**config.mk**
```make
export PLATFORM = sky130hd
export DESIGN_NAME = clk_div_multi_flat
export DESIGN_NICKNAME = d
export VERILOG_FILES = /design/src/rtl/clk_div_pkg.sv /design/src/rtl/clk_div_multi_if.sv /design/src/rtl/clk_div_chan.sv /design/src/rtl/clk_div_multi.sv /design/src/flat_wrapper.sv
export SDC_FILE = /design/constraint.sdc
export NUM_CORES = 1
export LEC_CHECK = 0
export BUFFER_PORTS_ARGS = -buffer_cell sky130_fd_sc_hd__buf_2
export CAP_MARGIN = 20
export CORE_MARGIN = 2
export CORE_UTILIZATION = 67
export CTS_CLUSTER_DIAMETER = 150
export DETAILED_ROUTE_END_ITERATION = 10
export PLACE_DENSITY = 0.85
export SYNTH_ARGS = -nofsm -noshare
export SYNTH_HDL_FRONTEND = slang
export SYNTH_SLANG_ARGS = --single-unit
```
**constraint.sdc**
```tcl
create_clock -name sys_clk -period 6.05 [get_ports sys_clk]
set_input_delay 0.605 -clock sys_clk [delete_from_list [all_inputs] [get_ports sys_clk]]
set_output_delay 0.605 -clock sys_clk [all_outputs]
set_load 0.03 [all_outputs]
```
**src/rtl/clk_div_pkg.sv**
```systemverilog
// Shared constants and types for the multi-channel clock-enable divider.
// Latency: n/a; backpressure: n/a.
package clk_div_pkg;

    localparam int DIV_W_DEFAULT   = 8;
    localparam int DEF_DIV_DEFAULT = 5;

    typedef logic [DIV_W_DEFAULT-1:0] div_t;

    // Channel-index width that stays legal for a single-channel build.
    function automatic int ch_w(input int n);
        return (n > 1) ? $clog2(n) : 1;
    endfunction

endpackage

```
**src/rtl/clk_div_multi_if.sv**
```systemverilog
// Run-enable, divisor-write port and per-channel outputs of the divider block.
// Latency: n/a; backpressure: none, writes are fire-and-forget strobes.
interface clk_div_multi_if
    import clk_div_pkg::*;
#(
    parameter int NCH   = 4,
    parameter int DIV_W = DIV_W_DEFAULT
);
    localparam int CH_W = ch_w(NCH);

    logic [NCH-1:0]   en;
    logic             wr_en;
    logic [CH_W-1:0]  wr_ch;
    logic [DIV_W-1:0] wr_div;
    logic [NCH-1:0]   tick;
    logic [NCH-1:0]   clk_out;
    logic [NCH-1:0]   pend;

    modport master (output en, wr_en, wr_ch, wr_div, input tick, clk_out, pend);
    modport slave  (input en, wr_en, wr_ch, wr_div, output tick, clk_out, pend);

endinterface

```
**src/rtl/clk_div_chan.sv**
```systemverilog
// One divider channel: counter, active/shadow divisor, tick and near-50% level.
// Latency: tick one cycle after the wrap cycle; backpressure: none, en only pauses the count.
module clk_div_chan
    import clk_div_pkg::*;
#(
    parameter int DIV_W   = DIV_W_DEFAULT,
    parameter int DEF_DIV = DEF_DIV_DEFAULT
) (
    input  logic             sys_clk,
    input  logic             sys_rst,
    input  logic             en,
    input  logic             wr_stb,
    input  logic [DIV_W-1:0] wr_div,
    output logic             tick,
    output logic             clk_out,
    output logic             pend
);

    localparam logic [DIV_W-1:0] RST_DIV = DIV_W'(DEF_DIV);

    logic [DIV_W-1:0] cnt;
    logic [DIV_W-1:0] act_div;
    logic [DIV_W-1:0] shd_div;
    logic [DIV_W-1:0] div_eff;
    logic [DIV_W-1:0] cnt_inc;
    logic [DIV_W:0]   half;
    logic             started;
    logic             wrap;
    logic             apply;
    logic             clk_nxt;

    always_comb begin
        div_eff = (act_div == '0) ? DIV_W'(1) : act_div;
        // >= rather than == so a divisor shrunk while paused cannot overrun the counter.
        wrap    = en && (cnt >= div_eff - DIV_W'(1));
        apply   = wrap || !en;
        cnt_inc = cnt + DIV_W'(1);
        half    = ({1'b0, div_eff} + (DIV_W+1)'(1)) >> 1;
        clk_nxt = wrap ? 1'b1 : ({1'b0, cnt_inc} < half);
    end

    always_ff @(posedge sys_clk) begin
        if (sys_rst) begin
            cnt     <= '0;
            act_div <= RST_DIV;
            shd_div <= RST_DIV;
            tick    <= 1'b0;
            clk_out <= 1'b0;
            pend    <= 1'b0;
            started <= 1'b0;
        end else begin
            tick <= wrap;
            if (en) begin
                cnt <= wrap ? '0 : cnt_inc;
                if (wrap) started <= 1'b1;
                if (started || wrap) clk_out <= clk_nxt;
            end
            if (apply) act_div <= shd_div;
            // A write on an apply edge wins the pend flag so it lands at the next wrap.
            if (wr_stb) begin
                shd_div <= wr_div;
                pend    <= 1'b1;
            end else if (apply) begin
                pend    <= 1'b0;
            end
        end
    end

endmodule

```
**src/rtl/clk_div_multi.sv**
```systemverilog
// Multi-channel programmable clock-enable generator with glitch-free divisor updates.
// Latency: registered outputs; writes apply at the channel's next wrap; backpressure: none.
module clk_div_multi
    import clk_div_pkg::*;
#(
    parameter int NCH     = 4,
    parameter int DIV_W   = DIV_W_DEFAULT,
    parameter int DEF_DIV = DEF_DIV_DEFAULT
) (
    input  logic          sys_clk,
    input  logic          sys_rst,
    clk_div_multi_if.slave bus
);

    localparam int CH_W = ch_w(NCH);

    logic [NCH-1:0] tick_v;
    logic [NCH-1:0] clk_v;
    logic [NCH-1:0] pend_v;

    genvar c;
    generate
        for (c = 0; c < NCH; c++) begin : g_ch
            logic wr_stb;
            // Out-of-range channel indices match no instance and are dropped.
            assign wr_stb = bus.wr_en && (bus.wr_ch == CH_W'(c));

            clk_div_chan #(
                .DIV_W   (DIV_W),
                .DEF_DIV (DEF_DIV)
            ) u_chan (
                .sys_clk (sys_clk),
                .sys_rst (sys_rst),
                .en      (bus.en[c]),
                .wr_stb  (wr_stb),
                .wr_div  (bus.wr_div),
                .tick    (tick_v[c]),
                .clk_out (clk_v[c]),
                .pend    (pend_v[c])
            );
        end
    endgenerate

    assign bus.tick    = tick_v;
    assign bus.clk_out = clk_v;
    assign bus.pend    = pend_v;

endmodule

```
**src/flat_wrapper.sv**
```systemverilog
// flat-port wrapper written by rule: the top's interface ports become plain ports
module clk_div_multi_flat import clk_div_pkg::*;
#(
    parameter int NCH     = 4,
    parameter int DIV_W   = DIV_W_DEFAULT,
    parameter int DEF_DIV = DEF_DIV_DEFAULT
)
  (sys_clk, sys_rst, bus_en, bus_wr_en, bus_wr_ch, bus_wr_div, bus_tick, bus_clk_out, bus_pend);
  clk_div_multi_if #(.NCH(NCH), .DIV_W(DIV_W)) bus_i ();
  input  logic sys_clk;
  input  logic sys_rst;
  input wire logic [$bits(bus_i.en)-1:0] bus_en;
  input wire logic [$bits(bus_i.wr_en)-1:0] bus_wr_en;
  input wire logic [$bits(bus_i.wr_ch)-1:0] bus_wr_ch;
  input wire logic [$bits(bus_i.wr_div)-1:0] bus_wr_div;
  output wire logic [$bits(bus_i.tick)-1:0] bus_tick;
  output wire logic [$bits(bus_i.clk_out)-1:0] bus_clk_out;
  output wire logic [$bits(bus_i.pend)-1:0] bus_pend;
  assign bus_i.en = bus_en;
  assign bus_i.wr_en = bus_wr_en;
  assign bus_i.wr_ch = bus_wr_ch;
  assign bus_i.wr_div = bus_wr_div;
  assign bus_tick = bus_i.tick;
  assign bus_clk_out = bus_i.clk_out;
  assign bus_pend = bus_i.pend;
  clk_div_multi #(.NCH(NCH), .DIV_W(DIV_W), .DEF_DIV(DEF_DIV)) u_core (.sys_clk(sys_clk), .sys_rst(sys_rst), .bus(bus_i));
endmodule
```
---- Yosys cells after proc, flatten, opt, wreduce, memory -nomap -nowiden ----
Cells that the tools add are included.
storage, ports and cells
  register bits ........................... 112
  output and inout bits ................... 12
  input bits .............................. 17
  logic and storage cells ................. 108
operators by class
  equal/unequal tests ..................... 3
  $add $sub $neg .......................... 12
  order comparisons ....................... 8
  reductions and logical operators ........ 37
  multiplexer cells ....................... 20
operators by type and width
  operator                                                                number
  8-bit two-way mux                                                       8
  8-bit by 1-bit adder with 9-bit output (second input constant)          4
  8-bit by 1-bit adder with 8-bit output (second input constant)          4
  8-bit greater-or-equal comparator                                       4
  8-bit logical NOT                                                       4
  8-bit < comparator                                                      4
  8-bit by 1-bit subtractor with 8-bit output (second input constant)     4
  2-bit AND reduction                                                     8
  1-bit two-way mux                                                       12
  1-bit logical AND                                                       8
  1-bit logical OR                                                        8
  2-bit nonzero test                                                      4
  2-bit equality test (second input constant)                             2
  1-bit logical NOT                                                       4
  2-bit by 1-bit equality test with 1-bit output (second input constant)  1
  2-bit logical NOT                                                       1

---- Longest topological paths before layout ----
  depth in word-level cells ............... 8
  depth in mapped cells ................... 19
  depth with buffers taken out ............ 16

---- By module ----
From an unflattened synthesis, not the netlist that was laid out.
unflattened totals
  cell total of the unflattened synthesis .. 768
  area, all modules ....................... 6,759.0 um^2
modules (own cells, without submodules)
  module         sequential area each (um^2)  cells an instance  instances  area each (um^2)
  clk_div_chan   560.5                        191                4          1,680.4
  clk_div_multi  0.0                          4                  1          37.5

---- Worst setup path before layout ----
Ideal clock, no wire load.
  path type ............................... flip-flop to flip-flop
  from .................................... register u_core.g_ch[3].u_chan.act_div[2]
  to ...................................... register u_core.g_ch[3].u_chan.act_div[0]
  path buffers ............................ 3
  required time ........................... 5.921 ns
  cell stages (with the launch flop) ...... 18
  slack ................................... 2.553 ns
  period minus slack after synthesis ...... 3.497 ns
  data arrival time ....................... 3.368 ns
  library setup time ...................... 0.129 ns
  cells stage by stage .................... dfxtp_1 -> buf_6 -> or3_1 -> or2_1 -> or3_4 -> nor2_4 -> nor2_1 -> ha_1 -> xnor2_1 -> ha_1 -> a211oi_1 -> o21ai_0 -> a21oi_2 -> and2_1 -> buf_4 -> buf_6 -> mux2i_1 -> nand2_1
between the ends
  word-level cells in the longest chain between the ends .. 6
ends and longest elaborated chain
  item                                           RTL line            RTL
  start, declared                                clk_div_chan.sv:22  logic [DIV_W-1:0] act_div;
  start signal, assigned                         clk_div_chan.sv:58  if (apply) act_div <= shd_div;
  8-bit logical NOT                              clk_div_chan.sv:33  div_eff = (act_div == '0) ? DIV_W'(1) : act_div;
  8-bit two-way mux *                            clk_div_chan.sv:33
  8-bit by 1-bit subtractor with 8-bit output *  clk_div_chan.sv:35  wrap = en && (cnt >= div_eff - DIV_W'(1));
  8-bit greater-or-equal comparator *            clk_div_chan.sv:35
  1-bit logical AND *                            clk_div_chan.sv:35
  1-bit logical OR *                             clk_div_chan.sv:36  apply = wrap || !en;
Mark *: on every way between the ends. The rest lies on a longest branch, timed or not.
A chain may end at the register's enable or synchronous reset.

---- Worst setup path after layout ----
  from .................................... register u_core.g_ch[3].u_chan.act_div[2]
  to ...................................... register u_core.g_ch[3].u_chan.act_div[6]
Same word-level chain as after synthesis.

==> flow_summary_export.csv <==
group,metric,value,unit
layout,final_common_cell,"dfxtp_1",
grt,grt_use_total,26.7,%
grt,grt_pass1_vias,5422,
setup_path,crit_path_start_kind,"flop",
die,dieHeight,105,µm
hold_path,hold_start,"u_core.g_ch[3].u_chan.started",
timing,fin_crit_sh,69.1,%
detailed_routing,wl_per_cell,15.1,µm
power,leakage,3.00,nW
timing,rsz0062_at_grt,"no",
yosys,synthesis.nets,898,
layout,drive_gt1_share,8.32,%
timing,slew_viol_final,0,
hold_path,hp-class,"reg2reg",
timing,slew-limit-headroom,31.5,%
cts,cts_sinks,112,
timing,final.setup.tns,0,ps
placement,hpwlAfterDp,10300,µm
layout,fillers,812,
yosys,postSynthCellCount,813,
placement,portBuffers,28,
detailed_routing,drt_wl_total,14100,µm
timing,fmax,0.239,GHz
grt,grt_overflow,0,
setup_path,crit_path_end_kind,"flop",
detailed_routing,ant_nets,0,
grt,antenna_found_initial,0,
power,p_per_area,204,nW/µm²
setup_path,path_max_fanout,14,
cts,clkTransAtPathRegs,110,ps
placement,gp_congestion,0.874,
cts,clock_latency,380,ps
yosys,syn_area,6820,µm²
outcome,run_status,"completed",
yosys,ys_warn_count,0,
detailed_routing,drt_iter0_markers,343,
yosys,synth-edff-count,0,
yosys,async_flop_share,0,%
timing,worstMarginPinSlew,1030,ps
layout,fin_nets,885,
die,row_count,36,
setup_path,critical_path_arrival,4410,ps
detailed_routing,route.detailed.drc,0,
flow_run,cap_violations,0,
layout,final_cells,938,
timing,final.min_clock_period,4180,ps
cts,hold_buffers,0,
cts,cts_root_buf,"clkbuf_8",
power,p_total,1.44,mW
die,start_util,69.5,%
hold_path,min_to,"u_core.g_ch[3].u_chan.clk_out",
detailed_routing,viasPerCell,5.97,
die,io_pins,29,
yosys,ys_seq_area_share,32.9,%
setup_path,crit_type,"reg2reg",
yosys,synth-seq-cells,112,
layout,stdcell_area,7060,µm²
detailed_routing,dr.pass1.iters,5,
setup_path,rrSetupSlack,1870,ps
cts,cts_setup_buffers,0,
setup_path,reg2reg_depth,14,
timing,finalSetupViolCount,0,
detailed_routing,dr_total_vias,5601,
grt,grt_max_degree,102,
power,vdd_drop_max,0.000139,V
timing,finalHoldViolCount,0,
setup_path,reg2reg_from,"u_core.g_ch[3].u_chan.act_div[2]",
cts,h-tree-depth,3,
grt,grt_pass1_wl,24400,µm
cts,cts_made_buffers,9,
setup_path,r2r_end,"u_core.g_ch[3].u_chan.act_div[6]",
layout,antenna_cells,0,
hold_path,hold_path_depth,1,
cts,cts_tree,"done",
placement,dpl.cell_count,922,
setup_path,crit_required,6280,ps
layout,final_cell_mix,"112 x dfxtp_1, 102 x nand2_1, 80 x nor2_1",
cts,cts_resized,0,
yosys,yosysUniqueCellTypes,63,
yosys,synth_flop_cell,"dfxtp_1",
layout,areaGrowthSynthToFinish,3.45,%
die,die_w,105,µm
cts,ctsLongestPathBuffers,2,
setup_path,crit_start,"u_core.g_ch[3].u_chan.act_div[2]",
die,dieArea,11000,µm²
timing,skew,12.3,ps
yosys,syn_avg_cell_area,8.39,µm²
placement,dpl_cell_area,6840,µm²
die,core,9820,µm²
## cell usage after synthesis (3+ instances only)
cell type  instances  area [µm²]
o21ai_0           23         115
nor2_4             3        33.8
o41ai_1            3        26.3
nor4_1             6        37.5
xnor2_1           32         280
a22oi_1            5        37.5
o31ai_1            3        22.5
and2_1             3        18.8
nand3_1           35         175
a32o_1             4        40.0
and3_1            20         125
nor2_1            80         300
inv_1             21        78.8
nor3_1            18        90.1
clkbuf_1          29         109
a21oi_1           66         330
buf_2              3        15.0
xor2_1            32         280
mux2i_1           40         400
ha_1              68         851
buf_1              3        11.3
a211oi_1           3        22.5
dfxtp_1          112        2240
buf_4             15         113
or3_1              3        18.8
nand2_1          102         383
nand3b_1           4        30.0
buf_6              6        67.6
nand2b_1           9        56.3
a2111oi_0          3        26.3
a21o_1             7        52.6
or2_2              3        18.8
nand4_1            5        31.3
nor3b_1            5        37.5
## where the power goes
part           total, mW  internal, mW  switching, mW  leakage, nW
clock network      0.479         0.220          0.259        0.109
registers          0.782         0.759         0.0230        0.908
logic              0.176        0.0685          0.108         1.98
total               1.44          1.05          0.390         3.00
## worst max-delay path by stage
stage | endpoint | slack (ps) | cells past startpoint
after global placement | u_core.g_ch[3].u_chan.act_div[2] | 2150 | 14
final | u_core.g_ch[3].u_chan.act_div[6] | 1870 | 14
after CTS | u_core.g_ch[3].u_chan.act_div[6] | 1870 | 14
after floorplan | u_core.g_ch[3].u_chan.act_div[0] | 2550 | 17
after detailed placement | u_core.g_ch[3].u_chan.act_div[6] | 1960 | 14
after global routing | u_core.g_ch[3].u_chan.act_div[1] | 1650 | 14
## metal layers
layer	track usage [%]	routed length, µm
met5	0	0
met2	45.5	6970
met4	7.24	198
met3	5.74	592
met1	34.1	6380
## sequential cells by signal, summed over array words and instances (netlist names)
name and count:
u_core.g_ch.u_chan.cnt 32, u_core.g_ch.u_chan.act_div 32, u_core.g_ch.u_chan.shd_div 32, u_core.g_ch.u_chan.tick 4
u_core.g_ch.u_chan.pend 4, u_core.g_ch.u_chan.clk_out 4, u_core.g_ch.u_chan.started 4
## stage by stage
step / utilization [%] / setup slack (ps) / hold WS (ps)
after CTS: 71.9 / 1870 / 464
after detailed placement: 69.7 / 1960 / 449
after global placement: 69.7 / 2150 / 441
after floorplan: - / 2550 / 424
after global routing: 71.9 / 1650 / 478
final: 71.9 / 1870 / 461
## worst max-delay path, cell delays in order (launching register included)
cell and delay [ps]:
dfxtp_1 400, or3_1 400, or2_1 230, or3_4 350
nor2_4 110, nor2_1 80, ha_1 230, xnor2_1 150
ha_1 330, a211oi_1 240, o21ai_0 140, a21oi_2 360
and2_1 660, mux2i_1 290, nor2_1 60
## final cells by class
cell class	count	area, µm²	area share (%)
sequential	112	2240	31.8
tap	133	166	2.36
timing repair buffer	32	170	2.41
multi-input combinational	622	4180	59.2
clock buffer	12	155	2.20
inverter	23	86.3	1.22
clock inverter	4	58.8	0.833
## kinds of logic (layout without fill, tap and decap cells)
family | after synthesis | count (layout) | share of synthesized area [%]
and+or+nand+nor | 310 | 310 | 21.7
AOI/OAI and AO/OA | 137 | 137 | 12.4
buffers and inverters | 79 | 71 | 5.89
DFF | 112 | 112 | 32.9
adders and majority gates | 68 | 68 | 12.5
muxes | 42 | 42 | 6.20
xor gates and xnor gates | 65 | 65 | 8.45
(Power assumes the default switching activity.)
